`config.mk`:
```
export PLATFORM = sky130hd
export DESIGN_NAME = wb_sram_port_controller
export DESIGN_NICKNAME = d
export VERILOG_FILES = /design/src/rtl/sram_port_pkg.sv /design/src/rtl/sram_read_pipe.sv /design/src/rtl/wb_sram_port_controller.sv
export SDC_FILE = /design/constraint.sdc
export NUM_CORES = 1
export LEC_CHECK = 0
export BUFFER_PORTS_ARGS = -buffer_cell sky130_fd_sc_hd__buf_2
export CAP_MARGIN = 30
export CORE_MARGIN = 5
export CORE_UTILIZATION = 39
export DETAILED_ROUTE_END_ITERATION = 10
export PLACE_DENSITY = 0.8
export SLEW_MARGIN = 20
export SYNTH_ARGS = -nofsm -noshare
export SYNTH_HDL_FRONTEND = slang
export SYNTH_SLANG_ARGS = --single-unit
```
`constraint.sdc`:
```
create_clock -name clk -period 2.27 [get_ports clk]
set_clock_uncertainty 0.2 [all_clocks]
set_input_delay 0.3405 -clock clk [delete_from_list [all_inputs] [get_ports clk]]
set_output_delay 0.3405 -clock clk [all_outputs]
set_load 0.02 [all_outputs]
```
`src/rtl/sram_port_pkg.sv`:
```
// Shared types and elaboration helpers for the Wishbone / SRAM port controller.
package sram_port_pkg;

    typedef enum logic [1:0] {
        ST_IDLE      = 2'd0,
        ST_READ_WAIT = 2'd1,
        ST_ACK       = 2'd2
    } state_e;

    localparam int unsigned MIN_READ_LATENCY = 1;
    localparam int unsigned MAX_READ_LATENCY = 3;
    localparam int unsigned LAT_CNT_W        = 2;

    function automatic int unsigned data_width(input int unsigned byte_count);
        return 8 * byte_count;
    endfunction

    function automatic bit read_latency_ok(input int unsigned lat);
        return (lat >= MIN_READ_LATENCY) && (lat <= MAX_READ_LATENCY);
    endfunction

endpackage

```
`src/rtl/sram_read_pipe.sv`:
```
// Tracks in-flight secondary reads and registers SRAM data once it is valid,
// so each response appears DEPTH+1 cycles after its request was accepted.
module sram_read_pipe #(
    parameter int unsigned DATA_WIDTH = 32,
    parameter int unsigned DEPTH      = 1
) (
    input  logic                  clk,
    input  logic                  rst_n,
    input  logic                  req_i,
    input  logic [DATA_WIDTH-1:0] rdata_i,
    output logic                  valid_o,
    output logic [DATA_WIDTH-1:0] data_o
);

    logic [DEPTH-1:0]      vld_q;
    logic                  valid_q;
    logic [DATA_WIDTH-1:0] data_q;

    always_ff @(posedge clk or negedge rst_n) begin
        if (!rst_n) begin
            vld_q   <= '0;
            valid_q <= 1'b0;
            data_q  <= '0;
        end else begin
            vld_q[0] <= req_i;
            for (int i = 1; i < DEPTH; i++) begin
                vld_q[i] <= vld_q[i-1];
            end
            valid_q <= vld_q[DEPTH-1];
            // Last stage set means the SRAM read bus holds this request's word now.
            if (vld_q[DEPTH-1]) begin
                data_q <= rdata_i;
            end
        end
    end

    assign valid_o = valid_q;
    assign data_o  = data_q;

endmodule

```
`src/rtl/wb_sram_port_controller.sv`:
```
// Wishbone classic slave on the SRAM primary RW port plus a non-blocking
// valid/ready read pipe on the secondary R port.
module wb_sram_port_controller
    import sram_port_pkg::*;
#(
    parameter int unsigned BYTE_COUNT   = 4,
    parameter int unsigned ADDRESS_SIZE = 9,
    parameter int unsigned READ_LATENCY = 1,
    localparam int unsigned DATA_WIDTH  = data_width(BYTE_COUNT)
) (
    input  logic                    clk,
    input  logic                    rst,
    input  logic                    wb_cyc_i,
    input  logic                    wb_stb_i,
    input  logic                    wb_we_i,
    input  logic [BYTE_COUNT-1:0]   wb_sel_i,
    input  logic [ADDRESS_SIZE+1:0] wb_adr_i,
    input  logic [DATA_WIDTH-1:0]   wb_data_i,
    output logic                    wb_ack_o,
    output logic [DATA_WIDTH-1:0]   wb_data_o,
    input  logic                    rd_req_valid,
    output logic                    rd_req_ready,
    input  logic [ADDRESS_SIZE-1:0] rd_req_address,
    output logic                    rd_resp_valid,
    output logic [DATA_WIDTH-1:0]   rd_resp_data,
    output logic                    sram_primarySelect,
    output logic                    sram_primaryWriteEnable,
    output logic [BYTE_COUNT-1:0]   sram_primaryWriteMask,
    output logic [ADDRESS_SIZE-1:0] sram_primaryAddress,
    output logic [DATA_WIDTH-1:0]   sram_primaryDataWrite,
    input  logic [DATA_WIDTH-1:0]   sram_primaryDataRead,
    output logic                    sram_secondarySelect,
    output logic [ADDRESS_SIZE-1:0] sram_secondaryAddress,
    input  logic [DATA_WIDTH-1:0]   sram_secondaryDataRead
);

    if (!read_latency_ok(READ_LATENCY)) begin : g_bad_latency
        $error("READ_LATENCY must be within 1..3");
    end

    state_e                state_q, state_d;
    logic [LAT_CNT_W-1:0]  cnt_q, cnt_d;
    logic [DATA_WIDTH-1:0] rdata_q, rdata_d;
    logic                  wb_req;
    logic                  rd_accept;
    logic                  unused_adr_lsb;

    assign unused_adr_lsb = ^wb_adr_i[1:0];

    // Requests are masked while reset is held so the SRAM sees nothing.
    assign wb_req    = wb_cyc_i & wb_stb_i & rst;
    assign rd_accept = rd_req_valid & rst;

    always_ff @(posedge clk or negedge rst) begin
        if (!rst) begin
            state_q <= ST_IDLE;
            cnt_q   <= '0;
            rdata_q <= '0;
        end else begin
            state_q <= state_d;
            cnt_q   <= cnt_d;
            rdata_q <= rdata_d;
        end
    end

    always_comb begin
        state_d                 = state_q;
        cnt_d                   = cnt_q;
        rdata_d                 = rdata_q;
        sram_primarySelect      = 1'b0;
        sram_primaryWriteEnable = 1'b0;
        sram_primaryWriteMask   = '0;
        sram_primaryAddress     = '0;
        sram_primaryDataWrite   = '0;
        case (state_q)
            ST_IDLE: begin
                if (wb_req) begin
                    sram_primarySelect  = 1'b1;
                    sram_primaryAddress = wb_adr_i[ADDRESS_SIZE+1:2];
                    if (wb_we_i) begin
                        sram_primaryWriteEnable = 1'b1;
                        sram_primaryWriteMask   = wb_sel_i;
                        sram_primaryDataWrite   = wb_data_i;
                        state_d                 = ST_ACK;
                    end else begin
                        cnt_d   = LAT_CNT_W'(READ_LATENCY);
                        state_d = ST_READ_WAIT;
                    end
                end
            end
            ST_READ_WAIT: begin
                if (!wb_cyc_i) begin
                    state_d = ST_IDLE;
                end else begin
                    cnt_d = cnt_q - LAT_CNT_W'(1);
                    if (cnt_d == '0) begin
                        rdata_d = sram_primaryDataRead;
                        state_d = ST_ACK;
                    end
                end
            end
            ST_ACK: begin
                state_d = ST_IDLE;
            end
            default: begin
                state_d = ST_IDLE;
            end
        endcase
    end

    assign wb_ack_o  = (state_q == ST_ACK) & wb_cyc_i;
    assign wb_data_o = rdata_q;

    assign rd_req_ready          = rst;
    assign sram_secondarySelect  = rd_accept;
    assign sram_secondaryAddress = rd_accept ? rd_req_address : '0;

    sram_read_pipe #(
        .DATA_WIDTH (DATA_WIDTH),
        .DEPTH      (READ_LATENCY)
    ) u_rd_pipe (
        .clk     (clk),
        .rst_n   (rst),
        .req_i   (rd_accept),
        .rdata_i (sram_secondaryDataRead),
        .valid_o (rd_resp_valid),
        .data_o  (rd_resp_data)
    );

endmodule
```
# Word-level counts from Yosys, hierarchy flattened
# Cells that the tools add are included.
# totals
regBits	70
in_bits	126
out_inout_bits	124
elab_cells	46
# classes
n_addsub	1
eq_ne	6
muxes	23
n_bitwise	4
reduce_logical	6
# ops
cell	count
32-bit 2-to-1 mux	3
9-bit 2-to-1 mux	3
2-bit 2-to-1 mux	7
4-bit 2-to-1 mux	3
2-bit one-hot mux with 2 select lines	2
2-bit != test, second input constant	3
1-bit 2-to-1 mux	5
1-bit AND	4
2-bit zero test	2
4-bit AND reduction	1
3-bit != test, second input constant	1
3-bit AND reduction	1
2-bit by 1-bit == test with 1-bit output, second input constant	1
2-bit == test, second input constant	1
2-bit AND reduction	1
2-bit nonzero test	1
2-bit by 1-bit subtractor with 2-bit output, second input constant	1

# Depth between registers and ports, before layout
# logic_depth
ltp_word	5
depth_mapped	5
depth_no_buf	4

# Modules after synthesis
# A second synthesis with hierarchy kept.
# hier_totals
hier_cells	223
hier_area_um2	3246.9
# modules_own_cells
module	n_inst	cells_each	area_per_inst_um2
wb_sram_port_controller	1	153	1851.8
sram_read_pipe	1	70	1395.1

# Worst setup path before layout
# Ideal clock, no wire load.
# synth_path
path_kind	reg2out
start	register state_q[0]
end	output port sram_primaryDataWrite[19]
arrival_ps	1279
path_slack_ps	450
path_stages_with_launch	5
cell_sequence	dfrtp_1 and3b_1 and3_4 buf_2 and2_1
# synth_via
elab_chain_cells	2
# synth_rtl
item	line_no	source
start, declared	wb_sram_port_controller.sv:41	state_e state_q, state_d;
start signal, assigned	wb_sram_port_controller.sv:60	state_q <= state_d;
2-bit zero test	wb_sram_port_controller.sv:75	case (state_q)
32-bit 2-to-1 mux	wb_sram_port_controller.sv:75	
end, declared	wb_sram_port_controller.sv:30	output logic [DATA_WIDTH-1:0] sram_primaryDataWrite,
# No other way between the ends.

# Worst setup path in the final report
# layout_path
start	register state_q[0]
end	output port sram_primaryDataWrite[25]
# The elaborated chain is that of the path after synthesis.

==> flow_metrics.tcl <==
set metrics [dict create \
    outcome "finished, violations left" \
    violations "negative hold slack" \
    fp.dieH_um 98.9 \
    syn_to_final_growth_pct 51.8 \
    drv_cap 0 \
    ios 250 \
    die_w_um 98.9 \
    clock_path_buffers 2 \
    path_class "flop to primary output" \
    start_kind "flop" \
    grt_max_degree 83 \
    fin_util_pct 60.5 \
    setup_viol 0 \
    syn-instance-count 223 \
    cpPeakStageDelay_ns 0.37 \
    firstDrtPassIters 5 \
    path_clk_slew_ns 0.08 \
    endpoint "sram_primaryDataWrite[25]" \
    r2r_start "state_q[1]" \
    h-tree-depth 3 \
    worstSetupEndpointType "primary output" \
    core_um2 7730 \
    worst_r2r_path_depth 5 \
    cts_sinks 70 \
    start_util_pct 39.9 \
    place.gp.congestion 0.899 \
    worst-path-max-fanout 18 \
    netlist_area_um2 3080 \
    fmax_ghz 0.466 \
    drc 0 \
    synth_cell_types 23 \
    cts-buffers-inserted 9 \
    r2r_setup_slack_ns 0.21 \
    dp.final_hpwl_um 8000 \
    slew_headroom_pct 71.6 \
    synth.net_count 350 \
    slowest_stage "dfrtp_1" \
    synth_most_common_cell "dfrtp_1" \
    synth-edff-count 0 \
    root_buffer "clkbuf_8" \
    wl_um 10200 \
    ys_seq_area_share_pct 56.8 \
    regToRegEndpoint "wb_data_o[7]" \
    grt_use_total_pct 20.6 \
    fin_nets 602 \
    drt-initial-drc-count 70 \
    die_area_um2 9780 \
    hold_viol_final 70 \
    insertion_delay_ns 0.34 \
    synth_top_area_share_pct 56.8 \
    syn_area_per_cell_um2 13.8 \
    slew_viol_final 0 \
    min_period_over_period_pct 94.6 \
    rows 32 \
    period_needed_ns 2.15 \
    cp.required_ns 1.73 \
    ys_ff_latch 70 \
    worst_pin_slew_ns 0.426 \
    synth-warning-count 0 \
    antenna_found_initial 4 \
    crit_start "state_q[0]" \
    hold_path.class "primary input to async pin" \
    via_per_inst 4.75 \
    antenna_left 0 \
    max-vdd-ir-drop_v 0.000463 \
    portBuffers 247 \
    synth_top_area_cell "dfrtp_1" \
    synthTopCellsByCount "70 x dfrtp_1, 61 x mux2_2, 27 x and2_1, 19 x and3_1, 10 x and2_4" \
    drive_above_1_share_pct 72.1 \
    via_count 2776 \
    p_leak_nw 2.68 \
    async_reset_ff_share_pct 100 \
    netlist_top_cells_area "dfrtp_1 57%, mux2_2 22%, and2_1 5.5%, and3_1 3.9%, and2_4 2.8%" \
    cts_tree "yes" \
    cellPowerDensity_nw_per_um2 880 \
    path_cells "and3b_2 > and3_4 > and2_1 > buf_2" \
    setup_tns_ns 0 \
    holdWs_ns -0.157 \
    first_global_vias 3056 \
    routedWlPerCell_um 17.4 \
    synth_ff_type "dfrtp_1" \
    critPathArrivalTime_ns 1.61 \
    grt_remaining_overflow 0 \
    grt_pass1_wl_um 15700 \
]
## critical path: cells and delay by family, from the launching register on
kind / cells / cell delay, ns
simple gates: 3 / 0.73
flops: 1 / 0.37
buf+inv: 1 / 0.16
## sequential cells by signal, summed over array words and instances (netlist names)
name               flops
u_rd_pipe.data_o      32
u_rd_pipe.vld_q        1
u_rd_pipe.valid_o      1
wb_data_o             32
state_q                2
cnt_q                  2
## cell families (layout without fill, tap and decap cells)
logic type | count (synthesis) | after routing | share of synthesized area, %
other | 0 | 3 | 0
AO/OA/AOI/OAI | 4 | 4 | 0.852
adder cells (fa/ha/maj) | 1 | 1 | 0.406
multiplexers | 64 | 64 | 23.4
flip-flops | 70 | 70 | 56.8
buffers and inverters | 18 | 273 | 3.94
AND/OR/NAND/NOR | 66 | 68 | 14.6
## timing repair
| action | 4_1_cts | 5_1_grt |
|---|---|---|
| hold endpoints to repair | 70 | 70 |
| setup endpoints to repair | 36 | 4 |
| gates cloned | 1 | 1 |
| resized for setup | 1 | 1 |
| pin swaps | 1 | 2 |
| setup buffers | 1 | 1 |
## cell type report
class	instances	area, um2
Fill cell	650	3050
Sequential cell	70	1750
Timing Repair Buffer	254	1330
Multi-Input combinational cell	137	1230
Clock buffer	10	128
Tap cell	102	128
Clock inverter	6	93.8
Inverter	3	11.3
Antenna cell	3	7.51
## where the power goes
group	leakage (nW)	switching (mW)	internal, mW
clock	0.107	0.492	0.627
sequential	0.853	0.150	1.55
combinational	1.72	0.741	0.553
## worst min-delay path by stage
| stage | from | end | slack, ns | cells after the start |
|---|---|---|---|---|
| final | rst | wb_data_o[30] | -0.16 | 2 |
| after detailed placement | rst | wb_data_o[8] | 0.23 | 2 |
| after CTS | rst | wb_data_o[4] | -0.14 | 2 |
| after global placement | rst | wb_data_o[15] | 0.23 | 2 |
| after floorplan | rst | cnt_q[0] | -0.16 | 0 |
| after global routing | rst | wb_data_o[8] | -0.13 | 2 |
## per-layer routing
layer	part of all wire, %	track usage (%)	up-vias
li1	-	-	1273
met1	31	19.2	1313
met2	54	39.3	169
met3	12	8.70	19
met4	2.5	7.77	2
met5	0.069	0	-
## per-stage QoR
stage | std cells | power (mW) | worst slack [ns] | instance area [um2]
floorplan | 223 | 2.46 | 0.450 | 3080
global placement | 562 | 2.97 | 0.245 | 4410
detailed placement | 562 | 3.04 | 0.191 | 4410
CTS | 580 | 4.17 | 0.0404 | 4650
global route | 585 | 4.35 | -0.00824 | 4680
finish | 585 | 4.11 | 0.122 | 4680
## cell usage in the layout (no fill, tap or decap), drive strengths merged
master,synthesis,routed
diode,0,3
nand3,1,1
o22ai,1,1
nor2b,1,1
nor2,1,1
nand2b,1,1
inv,3,4
clkinv,0,2
and3b,2,2
ha,1,1
clkinvlp,0,1
buf,11,254
nand2,3,3
a21oi,1,1
a32o,1,1
dfrtp,70,70
and2,37,37
bufinv,0,2
and3,20,22
mux2,64,64
o21ai,1,1
clkbuf,4,10
No activity file was read; power rests on OpenSTA's default activity.
